<file path="src/rtl/rv_ctrl_pkg.sv">
// rtl/rv_ctrl_pkg.sv - state, opcode and datapath mux encodings for the multicycle RV32I controller
package rv_ctrl_pkg;

    typedef enum logic [3:0] {
        FETCH, DECODE, EXEC_R, EXEC_I, ALU_WB, MEM_ADDR,
        MEM_RD, MEM_WB, MEM_WR, BRANCH, HALTED, TRAP
    } state_t;

    localparam logic [6:0] OP_R      = 7'b0110011;
    localparam logic [6:0] OP_I      = 7'b0010011;
    localparam logic [6:0] OP_LOAD   = 7'b0000011;
    localparam logic [6:0] OP_STORE  = 7'b0100011;
    localparam logic [6:0] OP_BRANCH = 7'b1100011;

    localparam logic [1:0] ALU_ADD   = 2'b00;
    localparam logic [1:0] ALU_SUB   = 2'b01;
    localparam logic [1:0] ALU_FUNCT = 2'b10;

    localparam logic [1:0] SRC_A_PC    = 2'b00;
    localparam logic [1:0] SRC_A_RS1   = 2'b01;
    localparam logic [1:0] SRC_A_OLDPC = 2'b10;

    localparam logic [1:0] SRC_B_RS2  = 2'b00;
    localparam logic [1:0] SRC_B_FOUR = 2'b01;
    localparam logic [1:0] SRC_B_IMM  = 2'b10;

    typedef struct packed {
        logic       pc_write;
        logic       ir_write;
        logic       iord;
        logic       mem_read;
        logic       mem_write;
        logic       reg_write;
        logic       mem_to_reg;
        logic [1:0] alu_src_a;
        logic [1:0] alu_src_b;
        logic [1:0] alu_op;
        logic       instr_done;
        logic       halted;
    } ctrl_t;

    function automatic logic opcode_known(input logic [6:0] op);
        return (op == OP_R) || (op == OP_I) || (op == OP_LOAD) ||
               (op == OP_STORE) || (op == OP_BRANCH);
    endfunction

endpackage

</file>
<file path="src/rtl/mc_out_decode.sv">
// rtl/mc_out_decode.sv - combinational map from controller state (plus mem_ready/zero) to datapath controls; ILLEGAL_TRAP_EN suppresses the NOP retire pulse
module mc_out_decode
    import rv_ctrl_pkg::*;
(
    input  state_t     state,
    input  logic [6:0] opcode,
    input  logic       mem_ready,
    input  logic       zero,
    input  logic       fetch_skip,
    input  logic       squash,
    output ctrl_t      ctrl
);

    always_comb begin
        ctrl = '0;
        case (state)
            FETCH: begin
                // A halting fetch issues nothing, so memory never sees a dangling request
                if (!fetch_skip) begin
                    ctrl.mem_read  = 1'b1;
                    ctrl.alu_src_a = SRC_A_PC;
                    ctrl.alu_src_b = SRC_B_FOUR;
                    ctrl.alu_op    = ALU_ADD;
                    ctrl.pc_write  = mem_ready;
                    ctrl.ir_write  = mem_ready;
                end
            end
            DECODE: begin
                ctrl.alu_src_a = SRC_A_OLDPC;
                ctrl.alu_src_b = SRC_B_IMM;
                ctrl.alu_op    = ALU_ADD;
`ifdef ILLEGAL_TRAP_EN
                ctrl.instr_done = 1'b0;
`else
                ctrl.instr_done = !opcode_known(opcode);
`endif
            end
            EXEC_R: begin
                ctrl.alu_src_a = SRC_A_RS1;
                ctrl.alu_src_b = SRC_B_RS2;
                ctrl.alu_op    = ALU_FUNCT;
            end
            EXEC_I: begin
                ctrl.alu_src_a = SRC_A_RS1;
                ctrl.alu_src_b = SRC_B_IMM;
                ctrl.alu_op    = ALU_FUNCT;
            end
            ALU_WB: begin
                ctrl.reg_write  = 1'b1;
                ctrl.instr_done = 1'b1;
            end
            MEM_ADDR: begin
                ctrl.alu_src_a = SRC_A_RS1;
                ctrl.alu_src_b = SRC_B_IMM;
                ctrl.alu_op    = ALU_ADD;
            end
            MEM_RD: begin
                ctrl.mem_read = 1'b1;
                ctrl.iord     = 1'b1;
            end
            MEM_WB: begin
                ctrl.reg_write  = 1'b1;
                ctrl.mem_to_reg = 1'b1;
                ctrl.instr_done = 1'b1;
            end
            MEM_WR: begin
                ctrl.mem_write  = 1'b1;
                ctrl.iord       = 1'b1;
                ctrl.instr_done = mem_ready;
            end
            BRANCH: begin
                ctrl.alu_src_a  = SRC_A_RS1;
                ctrl.alu_src_b  = SRC_B_RS2;
                ctrl.alu_op     = ALU_SUB;
                ctrl.pc_write   = zero;
                ctrl.instr_done = 1'b1;
            end
            HALTED:  ctrl.halted = 1'b1;
            default: ctrl = '0;
        endcase
        // Reset kills every strobe at once so no partial write escapes an abort
        if (squash) begin
            ctrl = '0;
        end
    end

endmodule

</file>
<file path="src/rtl/multicycle_ctrl.sv">
// rtl/multicycle_ctrl.sv - multicycle RV32I control FSM (FETCH..WRITEBACK, HALTED); ILLEGAL_TRAP_EN adds the sticky TRAP state
module multicycle_ctrl
    import rv_ctrl_pkg::*;
#(
    parameter bit RESET_STATE_FETCH = 1'b1
) (
    input  logic       clk,
    input  logic       rst,
    input  logic [6:0] opcode,
    input  logic       zero,
    input  logic       mem_ready,
    input  logic       halt_req,
    output logic       pc_write,
    output logic       ir_write,
    output logic       iord,
    output logic       mem_read,
    output logic       mem_write,
    output logic       reg_write,
    output logic       mem_to_reg,
    output logic [1:0] alu_src_a,
    output logic [1:0] alu_src_b,
    output logic [1:0] alu_op,
    output logic       instr_done,
    output logic       halted,
    output logic       illegal_instr
);

    localparam state_t RESET_STATE = RESET_STATE_FETCH ? FETCH : HALTED;

    state_t state_q, state_d;
    logic   fetch_wait_q, fetch_wait_d;
    logic   illegal_q, illegal_d;
    logic   fetch_skip;
    ctrl_t  ctrl;

    // halt_req is only honoured before the fetch request goes out; once waiting it must complete
    assign fetch_skip = halt_req && !fetch_wait_q;

    always_comb begin
        state_d = state_q;
        case (state_q)
            FETCH: begin
                if (fetch_skip)     state_d = HALTED;
                else if (mem_ready) state_d = DECODE;
            end
            DECODE: begin
                case (opcode)
                    OP_R:               state_d = EXEC_R;
                    OP_I:               state_d = EXEC_I;
                    OP_LOAD, OP_STORE:  state_d = MEM_ADDR;
                    OP_BRANCH:          state_d = BRANCH;
`ifdef ILLEGAL_TRAP_EN
                    default:            state_d = TRAP;
`else
                    default:            state_d = FETCH;
`endif
                endcase
            end
            EXEC_R, EXEC_I:          state_d = ALU_WB;
            ALU_WB, MEM_WB, BRANCH:  state_d = FETCH;
            MEM_ADDR: state_d = (opcode == OP_LOAD) ? MEM_RD : MEM_WR;
            MEM_RD:   if (mem_ready) state_d = MEM_WB;
            MEM_WR:   if (mem_ready) state_d = FETCH;
            HALTED:   if (!halt_req) state_d = FETCH;
            TRAP:     state_d = TRAP;
            default:  state_d = RESET_STATE;
        endcase

        fetch_wait_d = (state_q == FETCH) && !fetch_skip && !mem_ready;

`ifdef ILLEGAL_TRAP_EN
        illegal_d = illegal_q || (state_d == TRAP);
`else
        illegal_d = 1'b0;
`endif
    end

    always_ff @(posedge clk or posedge rst) begin
        if (rst) begin
            state_q      <= RESET_STATE;
            fetch_wait_q <= 1'b0;
            illegal_q    <= 1'b0;
        end else begin
            state_q      <= state_d;
            fetch_wait_q <= fetch_wait_d;
            illegal_q    <= illegal_d;
        end
    end

    mc_out_decode u_out_decode (
        .state      (state_q),
        .opcode     (opcode),
        .mem_ready  (mem_ready),
        .zero       (zero),
        .fetch_skip (fetch_skip),
        .squash     (rst),
        .ctrl       (ctrl)
    );

    assign pc_write      = ctrl.pc_write;
    assign ir_write      = ctrl.ir_write;
    assign iord          = ctrl.iord;
    assign mem_read      = ctrl.mem_read;
    assign mem_write     = ctrl.mem_write;
    assign reg_write     = ctrl.reg_write;
    assign mem_to_reg    = ctrl.mem_to_reg;
    assign alu_src_a     = ctrl.alu_src_a;
    assign alu_src_b     = ctrl.alu_src_b;
    assign alu_op        = ctrl.alu_op;
    assign instr_done    = ctrl.instr_done;
    assign halted        = ctrl.halted;
    assign illegal_instr = illegal_q;

endmodule
</file>
<file path="config.mk">
export PLATFORM = sky130hd
export DESIGN_NAME = multicycle_ctrl
export DESIGN_NICKNAME = d
export VERILOG_FILES = /design/src/rtl/rv_ctrl_pkg.sv /design/src/rtl/mc_out_decode.sv /design/src/rtl/multicycle_ctrl.sv
export SDC_FILE = /design/constraint.sdc
export NUM_CORES = 1
export LEC_CHECK = 0
export BUFFER_PORTS_ARGS = -buffer_cell sky130_fd_sc_hd__buf_2
export CAP_MARGIN = 20
export CORE_MARGIN = 5
export CORE_UTILIZATION = 42
export DETAILED_ROUTE_END_ITERATION = 10
export PLACE_DENSITY = 0.85
export SLEW_MARGIN = 30
export SYNTH_ARGS = -nofsm -noshare
export SYNTH_HDL_FRONTEND = slang
export SYNTH_SLANG_ARGS = --single-unit
</file>
<file path="constraint.sdc">
create_clock -name clk -period 1.3 [get_ports clk]
set_input_delay 0.065 -clock clk [delete_from_list [all_inputs] [get_ports clk]]
set_output_delay 0.065 -clock clk [all_outputs]
set_load 0.005 [all_outputs]
</file>
# Word-level counts from Yosys, hierarchy flattened
# Cells that the tools add are included.
[classes] eq_ne=20 muxes=22 reduce_logical=18
[ops] cell="$pmux 6 s6" count=1
[ops] cell="$pmux 4 s8" count=1
[ops] cell="$mux 4" count=6
[ops] cell="$eq 4x3->1 const B" count=4
[ops] cell="$eq 4x4->1 const B" count=4
[ops] cell="$pmux 4 s4" count=1
[ops] cell="$mux 15" count=1
[ops] cell="$eq 7x6->1 const B" count=2
[ops] cell="$eq 4x2->1 const B" count=2
[ops] cell="$reduce_or 2->1" count=4
[ops] cell="$eq 7x2->1 const B" count=1
[ops] cell="$eq 7x5->1 const B" count=1
[ops] cell="$eq 7x7->1 const B" count=1
[ops] cell="$mux 1" count=7
[ops] cell="$ne 2x2->1 const B" count=3
[ops] cell="$eq 4x1->1 const B" count=1
[ops] cell="$logic_not 1->1" count=4
[ops] cell="$logic_not 4->1" count=1
[ops] cell="$logic_or 1x1->1" count=4
[ops] cell="$pmux 1 s2" count=2
[ops] cell="$reduce_and 4->1" count=1
[ops] cell="$logic_and 1x1->1" count=3
[ops] cell="$mux 3" count=1
[ops] cell="$ne 3x2->1 const B" count=1
[ops] cell="3 further kinds" count=3
[word_totals] ff_bits=5 inputBits=12 out_inout_bits=16 wordCells=62

# Longest topological paths before layout
[logic_depth] depth_word=8 ltp_mapped=6 mapped_depth_nobuf=4

# By module
# From an unflattened synthesis, not the netlist that was laid out.
[hier_totals] cells_unflattened=100 area_unflattened_um2=754.5
[modules_own_cells] module="multicycle_ctrl" instances=1 cells_per_inst=56 area_per_inst_um2=469.2 seq_area_each_um2=125.1
[modules_own_cells] module="mc_out_decode" instances=1 cells_per_inst=44 area_per_inst_um2=285.3 seq_area_each_um2=0.0

# Worst setup path after synthesis
# No wires, ideal clock.
[synth_timing] kind="reg-to-output" start="register state_q[1]" end="output port instr_done" t_arrival_ps=1258 t_required_ps=1235 path_slack_ps=-23 path_stages_with_launch=6 path_buffers=1 path_cell_list="dfrtp_1 buf_6 nor4b_4 o21ai_1 a31o_1 a31oi_2"
[synth_via] elab_chain_len=4 word_cells_on_any_way=8 cone_classes="eq/ne: 5; mux: 2; reduce/logical: 1"
[synth_lines] element="start, declared" line="multicycle_ctrl.sv:30" rtl="state_t state_q, state_d;"
[synth_lines] element="start signal, assigned" line="multicycle_ctrl.sv:84" rtl="state_q <= state_d;"
[synth_lines] element="$eq 4x3->1 or $eq 4x4->1 (tied branches)" line="mc_out_decode.sv:16" rtl="case (state)"
[synth_lines] element="$reduce_or 3->1 (no line)"
[synth_lines] element="$pmux 1 s3 (*)" line="mc_out_decode.sv:16"
[synth_lines] element="$mux 15 (*)" line="mc_out_decode.sv:82" rtl="if (squash) begin"
[synth_lines] element="end, declared" line="multicycle_ctrl.sv:23" rtl="output logic instr_done,"
# Mark *: on every way between the ends. The rest lies on a longest branch, timed or not.

# Final worst setup path
[layout_timing] start="register state_q[3]" end="output port instr_done"
# Same word-level chain as after synthesis.

==> metrics.txt <==
Clock transition at path regs=0.06 ns; HP Class=in2reg; Most used DFF post-synth=dfrtp_1; Initial Utilization=0.446; critical path class=reg2out; Static Leak=0.616 nW; ANT cells=0; largest vdd supply drop=1.40 mV; Vias=1121; via/cell ratio=6.79; row cnt=14; WL final=4.06 mm; Final nets=162; I/O pins=28; violated checks=negative setup slack; outcome=finished with violations; PnR worst setup slack=-0.456 ns; Final min period=1.76 ns; CTS buffer count=3; clk sinks=5; fmax=0.570 GHz; Worst Skew=0.00290 ns; DRT Pass-1 Iters=4; Worst Setup Start Kind=flop; Max clock buf depth=2; setup TNS=-5.28 ns; Critical Path AT=1.69 ns; CTS HTree Levels=1; die height=50.2 µm; CTS tree=done; Core ar.=0.00152 mm²; Core Util, Final=0.907; Mapped Cells=88; synth unique cells=41; Antenna Nets Post-Route=0; share of layout cells above drive strength 1=0.711; critical path required time=1.24 ns; initial antenna violation count=0; sequential fraction of the synthesis area=0.184; RSZ-0062 raised after global routing=true; total gr overflow=0; MaxCap Viol Count=0; worst skew pair latency=0.25 ns; Root Driver=clkbuf_4; Die Area=0.00252 mm²; Final setup violation count=19; Final Hold Fails=0; Crit Path Max Fanout=4; Synth-to-Final Area Change=103%; Tot Pwr=2.96 mW; All-Layer GR Usage=0.282; PD cells=2140 mW/mm²; DRT iter0 DRCs=58; post-route clock period utilization=1.35; Placer Congestion=0.949; max-slew violations=0; Cell Area, Synth=679 µm²; die width=50.2 µm; ys async rst share=1.00; synthesized area per cell=7.72 µm²; largest net degree at the start of global routing=13; Yosys warning count=0; DR WL/cell=24.6 µm; global-route wire length before repair=5.42 mm; Worst setup EP type=output port; vias in the first global route=1078; Post-synth EDFFs=0; Post-Syn Nets=100; DRC Markers=0; IO Port Bufs=26; Yosys reg bits=5; DP HPWL=1.76 mm
[metrics by stage]
step | hold WS (ns) | instances | worst slack, ns | instance area [µm²]
2_1_floorplan | -0.141 | 88 | 0.0160 | 679
5_1_grt | 0.0691 | 165 | -0.507 | 1380
3_5_place_dp | 0.123 | 143 | -0.180 | 935
3_3_place_gp | 0.110 | 143 | -0.181 | 935
4_1_cts | 0.0507 | 163 | -0.355 | 1240
6_report | 0.0530 | 165 | -0.456 | 1380
[critical path: stages, from the launching register on]
cell     delay (ns)
dfrtp_2        0.46
nor4b_4        0.36
o21ai_1        0.11
a31o_1         0.23
a31oi_2        0.14
buf_2          0.14
[worst paths after layout]
| kind | start | end | slack, ns | cells after the start |
|---|---|---|---|---|
| setup / recovery | state_q[3] | instr_done | -0.46 | 5 |
| hold / removal | mem_ready | fetch_wait_q | 0.05 | 2 |
| setup reg to reg | state_q[2] | state_q[2] | -0.39 | 6 |
| hold reg to reg | state_q[3] | state_q[2] | 0.76 | 2 |
| max in group asynchronous | rst | state_q[1] | 0.46 | 3 |
| min in group asynchronous | rst | state_q[0] | 0.59 | 3 |
[final cells by class]
class	instances	area (µm²)
fill	57	141
sequential	5	130
multi-input combinational	71	683
inverter	4	15.0
timing repair buffer	65	508
tap	16	20.0
clock buffer	4	26.3
[power by group]
group | internal (mW) | total, mW | switching, mW
Clock | 0.118 | 0.203 | 0.0857
Sequential | 0.227 | 0.355 | 0.128
Combinational | 1.24 | 2.40 | 1.16
Total | 1.58 | 2.96 | 1.38
[kinds of logic after synthesis]
logic type	Yosys count	synth area share
other	1	0.00552
flip-flops	5	0.184
buffers and inverters	12	0.0994
AO/OA/AOI/OAI	25	0.271
AND/OR/NAND/NOR	45	0.440
[repair_timing]
action,in CTS,in global routing
setup buffers,16,4
hold buffers,1,0
gates resized for setup,40,26
pin swaps,14,12
endpoints found under the hold margin,5,0
setup endpoints to repair,19,19
[cell usage in the layout, fill, tap and decap left out, types with 2 or more instances in the layout]
master / instances
nor2_4: 3
a21oi_2: 2
a22oi_2: 2
inv_1: 3
nand2_1: 2
and2_4: 2
a21oi_1: 3
and3_4: 2
and3_1: 2
nor3_2: 2
buf_6: 20
buf_4: 21
o21ai_1: 3
nor3_1: 2
clkbuf_4: 3
a31oi_2: 2
nand2b_1: 3
dfrtp_2: 4
nor2_1: 7
a31o_1: 2
nand2b_4: 2
nand3_2: 2
a2111oi_4: 2
buf_2: 23
nand3b_1: 2
[registers in the layout, summed over array words and instances, names as in the netlist]
| register | cells |
|---|---|
| state_q | 4 |
| fetch_wait_q | 1 |
[cells in the mapped netlist, types with 3 or more instances]
master / count / area (µm²)
dfrtp_1: 5 / 125
nor2_1: 10 / 37.5
a21oi_1: 5 / 25.0
nor3_1: 4 / 20.0
inv_1: 4 / 15.0
nand2_1: 3 / 11.3
buf_4: 3 / 22.5
and3_1: 4 / 25.0
nand3_1: 3 / 15.0
buf_2: 3 / 15.0
nand2b_1: 5 / 31.3
[per-layer routing]
layer	global-route usage	vias up	part of all wire
met5	0	-	0
met4	0.135	0	0.069
met3	0.0592	30	0.082
met2	0.502	94	0.50
met1	0.313	541	0.34
li1	-	456	-
(Power assumes the default switching activity.)
